### config.mk
export PLATFORM = sky130hd
export DESIGN_NAME = video_stream_gate
export DESIGN_NICKNAME = d
export VERILOG_FILES = /design/src/rtl/video_gate_pkg.sv /design/src/rtl/video_stream_gate.sv
export SDC_FILE = /design/constraint.sdc
export NUM_CORES = 1
export LEC_CHECK = 0
export ABC_AREA = 1
export CORE_ASPECT_RATIO = 1.25
export CORE_MARGIN = 2
export CORE_UTILIZATION = 33
export DETAILED_ROUTE_END_ITERATION = 6
export PLACE_DENSITY_LB_ADDON = 0.1
export SLEW_MARGIN = 5
export SYNTH_ARGS = -nofsm -noshare
export SYNTH_HDL_FRONTEND = slang
export SYNTH_SLANG_ARGS = --single-unit
### constraint.sdc
create_clock -name s_axis_video_aclk -period 2.8 [get_ports s_axis_video_aclk]
set_input_delay 0.42 -clock s_axis_video_aclk [delete_from_list [all_inputs] [get_ports s_axis_video_aclk]]
set_output_delay 0.42 -clock s_axis_video_aclk [all_outputs]
set_load 0.1 [all_outputs]
### src/rtl/video_gate_pkg.sv
// Shared types and default widths for the video stream gate.
package video_gate_pkg;

   localparam int unsigned DATA_W_DEF = 96;
   localparam int unsigned FCNT_W_DEF = 12;
   localparam int unsigned DROP_W     = 30;

   typedef enum logic [1:0] {
      IDLE  = 2'd0,
      ARMED = 2'd1,
      RUN   = 2'd2
   } gate_state_e;

endpackage : video_gate_pkg

### src/rtl/video_stream_gate.sv
// Frame-aligned gate on an AXI4-Stream video path: forwards whole frames between
// Start and Stop/limit, drops everything else with tready held high.
module video_stream_gate
   import video_gate_pkg::*;
#(
   parameter int unsigned DATA_W = DATA_W_DEF,
   parameter int unsigned FCNT_W = FCNT_W_DEF
) (
   input  logic              s_axis_video_aclk,
   input  logic              s_axis_video_aresetn,
   input  logic [DATA_W-1:0] VIDEO_IN_tdata,
   input  logic              VIDEO_IN_tlast,
   input  logic              VIDEO_IN_tuser,
   input  logic              VIDEO_IN_tvalid,
   output logic              VIDEO_IN_tready,
   output logic [DATA_W-1:0] VIDEO_OUT_tdata,
   output logic              VIDEO_OUT_tlast,
   output logic              VIDEO_OUT_tuser,
   output logic              VIDEO_OUT_tvalid,
   input  logic              VIDEO_OUT_tready,
   input  logic              Start,
   input  logic              Stop,
   input  logic [FCNT_W-1:0] FrameLimit,
   output logic              Busy,
   output logic [FCNT_W-1:0] FramesDone,
   output logic [DROP_W-1:0] DroppedBeats
);

   gate_state_e       state;
   logic              stop_pending;
   logic              hold_r;
   logic [FCNT_W-1:0] limit_r;
   logic [FCNT_W-1:0] frames_r;
   logic [DROP_W-1:0] dropped_r;

   logic limit_hit_c;
   logic fwd_dec_c;
   logic fwd_c;
   logic fwd_hs_c;
   logic drop_c;

   // Forward/drop decision; hold_r pins a stalled forward until its handshake.
   always_comb begin
      limit_hit_c = (limit_r != '0) && (frames_r == limit_r);
      fwd_dec_c   = 1'b0;
      case (state)
         IDLE:    fwd_dec_c = 1'b0;
         ARMED:   fwd_dec_c = VIDEO_IN_tuser;
         RUN:     fwd_dec_c = !VIDEO_IN_tuser || !(stop_pending || limit_hit_c);
         default: fwd_dec_c = 1'b0;
      endcase
      fwd_c = hold_r | fwd_dec_c;
   end

   assign VIDEO_OUT_tdata  = VIDEO_IN_tdata;
   assign VIDEO_OUT_tlast  = VIDEO_IN_tlast;
   assign VIDEO_OUT_tuser  = VIDEO_IN_tuser;
   assign VIDEO_OUT_tvalid = VIDEO_IN_tvalid & fwd_c;
   assign VIDEO_IN_tready  = fwd_c ? VIDEO_OUT_tready : 1'b1;

   assign fwd_hs_c = VIDEO_OUT_tvalid & VIDEO_OUT_tready;
   assign drop_c   = VIDEO_IN_tvalid & !fwd_c;

   assign Busy         = (state != IDLE);
   assign FramesDone   = frames_r;
   assign DroppedBeats = dropped_r;

   always_ff @(posedge s_axis_video_aclk or negedge s_axis_video_aresetn) begin
      if (!s_axis_video_aresetn) begin
         state        <= IDLE;
         stop_pending <= 1'b0;
         hold_r       <= 1'b0;
         limit_r      <= '0;
         frames_r     <= '0;
         dropped_r    <= '0;
      end else begin
         hold_r <= VIDEO_OUT_tvalid & ~VIDEO_OUT_tready;

         if (drop_c && (dropped_r != '1)) begin
            dropped_r <= dropped_r + DROP_W'(1);
         end

         case (state)
            IDLE: begin
               if (Start && !Stop) begin
                  state        <= ARMED;
                  frames_r     <= '0;
                  limit_r      <= FrameLimit;
                  stop_pending <= 1'b0;
               end
            end
            ARMED: begin
               // A Stop cannot abandon an SOF already offered downstream.
               if (fwd_hs_c && VIDEO_IN_tuser) begin
                  state    <= RUN;
                  frames_r <= FCNT_W'(1);
               end else if (Stop && !VIDEO_OUT_tvalid) begin
                  state <= IDLE;
               end
            end
            RUN: begin
               if (drop_c && VIDEO_IN_tuser) begin
                  state        <= IDLE;
                  stop_pending <= 1'b0;
               end else begin
                  if (Stop) begin
                     stop_pending <= 1'b1;
                  end
                  if (fwd_hs_c && VIDEO_IN_tuser) begin
                     frames_r <= frames_r + FCNT_W'(1);
                  end
               end
            end
            default: state <= IDLE;
         endcase
      end
   end

endmodule : video_stream_gate

==> reports/results.txt <==
The first TritonRoute pass finished after 5 iterations. The run gives 33.6% as the sequential element share of the synthesized area. The cell family with the largest share of critical-path delay is simple AND/OR/NAND/NOR gates. The count of final hold-check violations is 0, and the overall fraction of global-route tracks in use is 17.0%. Among all flip-flop cells after synthesis, the most frequent one is dfrtp_1. The clock drives 58 sinks.

The slowest stage of the critical path is the dfrtp_1 cell. The clock buffer count from CTS was 9. The floorplan step set the die height to 132 um. After synthesis, the cell types taking the most area are dfrtp_1, buf_4, nand2_1. Dividing the synthesized area by the synthesized cell count gives 7.16 sq um. After global routing the overflow that remains totals 0.

At the end of routability-driven placement, the weighted congestion stood at 0.837. The worst-case clock skew was 5.80 ps; the area of placed instances was 0.00435 sq mm. For the headroom to the max-slew limit, the log shows 42.8%. Across the VDD grid, the largest voltage drop is 0.000612 V. The power density of the placed cells was 887 mW/mm^2; the count of final max-slew check failures was 0.

For the worst path setup slack after routing, the log shows 237 ps. With fillers left out, the area of the finished cells amounts to 0.00461 sq mm. From synthesis to final layout, the design area changed by 6.62%. In this run the standard cell core region covers 0.0127 sq mm. Data arrives at the worst endpoint at 2140 ps. The net count of the finished layout is 700.

Adding up every negative setup slack in the final design gives 0 ps. During synthesis, Yosys emitted a total of 0 warnings. STA puts the critical path data required time at 2380 ps.

Summed over all nets, the half-perimeter wirelength after detailed placement is 8750 um. Combinational logic is responsible for 46.3% of the overall power. The setup-violating endpoint count in the final report is 0, and the number of synthesized flops with an enable pin is 0.

In this run the count of I/O pins placed on the die edge is 259. In this run, post-CTS hold repair placed 0 buffers. STA classifies the critical path startpoint as a flip-flop. The most common library cell in the layout ignoring fill and taps was nand2_1. The largest fanout of any net on the critical path came out at 6.

Setup repair after global routing left no endpoint under its margin. Walking the worst path, the cells encountered are inv_1 -> ha_1 -> nand2_1 -> inv_1 -> nand2_2 -> nand2_2 -> inv_2 -> or2_2 -> buf_12. Worst path buffer plus inverter count: 4.

The number of instances resized during post-cts repair came out at 0. The shortest clock period the worst path allows after layout was 2560 ps. Timing analysis after detailed placement gives a worst setup slack of 442 ps. The number of global-route vias before repair was 3642; the largest stage delay on the critical path was 400 ps. The share of total power dissipated in sequential elements is 29.4%.

The count of nets left with antenna violations once routing finished came out at 0. Cells fill 36.3% of the core in the end. The routed design has 11500 um of wire. For this configuration, the core starts out at a cell density of 34.0%. The run gives 0 as the number of antenna violations at the first check in global routing. The placement row count is 46. The share of cells above drive strength 1 is 15.1%. The global-route wire length before repair is 18700 um.

STA classifies the critical path endpoint as a primary output. The number of levels the H-tree was split into was 3; the leakage power was 2.20 nW. Cell internal power was estimated by the tool at 2.09 mW. Based on the critical path, the design can be clocked at up to 390 MHz. Critical path class: reg2out. The min-delay analysis places its worst path in the category in2async. Net switching is 48.9% of the power.

In the layout the commonest cells are nand2_1, dfrtp_1, inv_1. For the via count, the log shows 3532. The number of I/O port buffers is 64.

In the final routed layout, each cell accounts on average for 15.4 um. The flow ran to the end, and the final reports show no timing, DRC or antenna violations. The run gives 1385 as the count of filler cells inserted in the layout. Measured along the x axis, the die boundary spans 106 um. Counting every instance in the synthesized netlist gives 604. The largest net degree at the start of global routing came out at 59. The area occupied by multi-input gates is 0.00183 sq mm, and the synthesis-stage register bit count is 58. The relative contribution of the clock network to total power is 24.4%, and the number of violations reported at the end of detailed-routing iteration 0 is 88. The full die area was 0.0140 sq mm; the post-synth design cell area was 0.00433 sq mm. The area occupied by registers came out at 0.00145 sq mm. The largest total area in the synthesized netlist belongs to dfrtp_1. Of all flip-flops after synthesis, the portion carrying an async set or reset was 100%.

Clock-pin slew was measured on the worst setup and hold paths at 50 ps. TritonCTS built the clock tree. The run gives 0 as the number of DRC violations after detailed routing. No sink is reached through more buffers than the 2 on the longest clock path. The final cycle utilization of the critical path came out at 91.6%.

For the max-cap check violation count, the log shows 0. The number of nets in the synthesized netlist is 726. The setup check on the worst reg-to-reg path leaves a slack of 520 ps.

In the routed layout, each cell is associated on average with a via count of 4.70. The actual slew at the worst max-slew pin was 855 ps; the number of different library cells in the post-synthesis netlist was 31. The share of Yosys cell area claimed by the top area cell type was 33.6%. The root buffer cell chosen for the clock tree is clkbuf_16. The tools report the clock latency at the later pin of the worst-skew pair as 330 ps. 0 antenna diodes ended up in the layout. The total net switching power is 2.00 mW. The run gives 0 as the post-CTS setup buffer count.
[power by group through the flow]
stage | Combinational, mW | Clock, mW | Sequential, mW
final | 1.89 | 0.996 | 1.20
after global routing | 2.05 | 1.07 | 1.23
after CTS | 1.91 | 1.03 | 1.20
after detailed placement | 1.91 | 0 | 1.21
after global placement | 1.90 | 0 | 1.22
after floorplan | 1.45 | 0 | 1.86
[path summary, 6_finish.rpt]
path | from | end | cells after the start
max in group asynchronous | s_axis_video_aresetn | state[0]$_DFFE_PN0P_ | 2
setup / recovery | state[0]$_DFFE_PN0P_ | VIDEO_IN_tready | 9
hold / removal | s_axis_video_aresetn | limit_r[1]$_DFFE_PN0P_ | 2
setup reg to reg | DroppedBeats[0]$_DFFE_PN0P_ | DroppedBeats[28]$_DFFE_PN0P_ | 13
hold reg to reg | DroppedBeats[4]$_DFFE_PN0P_ | DroppedBeats[4]$_DFFE_PN0P_ | 1
min in group s_axis_video_aclk | DroppedBeats[4]$_DFFE_PN0P_ | DroppedBeats[4]$_DFFE_PN0P_ | 1
[worst reg2reg max path, stage by stage, from the launching register on]
cell and delay (ps):
dfrtp_1 390, ha_1 190, inv_1 70, nor2_1 100, inv_1 100, nor2_2 220
nand2_1 140, nor2_2 190, nand4_1 150, nand3_2 120, inv_2 160, buf_4 220
nand2_1 60, o21ai_1 60
[metal layers]
metal,up-vias,track usage [%],wire [um]
met3,26,7.61,979
li1,1739,-,-
met5,-,0,0
met1,1609,18.5,4590
met4,0,7.46,283
met2,158,28.4,5690
[kinds of logic (layout without fill, tap and decap cells)]
logic type	Yosys count	after routing	share of synthesized area, %
compound gates	34	34	4.17
fa+ha+maj	6	6	1.74
simple gates	303	303	30.0
flops	58	58	33.6
xor+xnor	32	32	6.48
buf+inv	171	150	24.0
[synthesized netlist by cell type, types with 6 or more instances]
library cell	count
inv_1	56
nor3_1	19
inv_2	6
nor2_2	7
nand2_1	170
dfrtp_1	58
o21ai_1	11
ha_1	6
nand4_1	9
xor2_1	25
xnor2_1	7
nand3_1	24
a21oi_1	17
buf_4	101
nor2_1	52
nor4_1	13
[sequential cells by signal, indices dropped and copies added, names as in the netlist]
name          cells
DroppedBeats     30
FramesDone       12
limit_r          12
state             2
hold_r            1
stop_pending      1
[cell type report]
type | count | share of cell area [%]
repair buffers | 72 | 13.4
multi-input cells | 375 | 39.8
clock buffers | 13 | 5.43
inverters | 62 | 5.05
well taps | 168 | 4.56
flip-flops and latches | 58 | 31.5
clock inverters | 3 | 0.326
[stage by stage]
stage | total power, mW | cells | hold WS, ps
floorplan | 3.31 | 604 | 124
global placement | 3.11 | 735 | 465
detailed placement | 3.12 | 735 | 466
CTS | 4.15 | 751 | 107
global route | 4.34 | 751 | 118
finish | 4.09 | 751 | 86.0
Note: power is estimated with default switching activity, not from simulation.
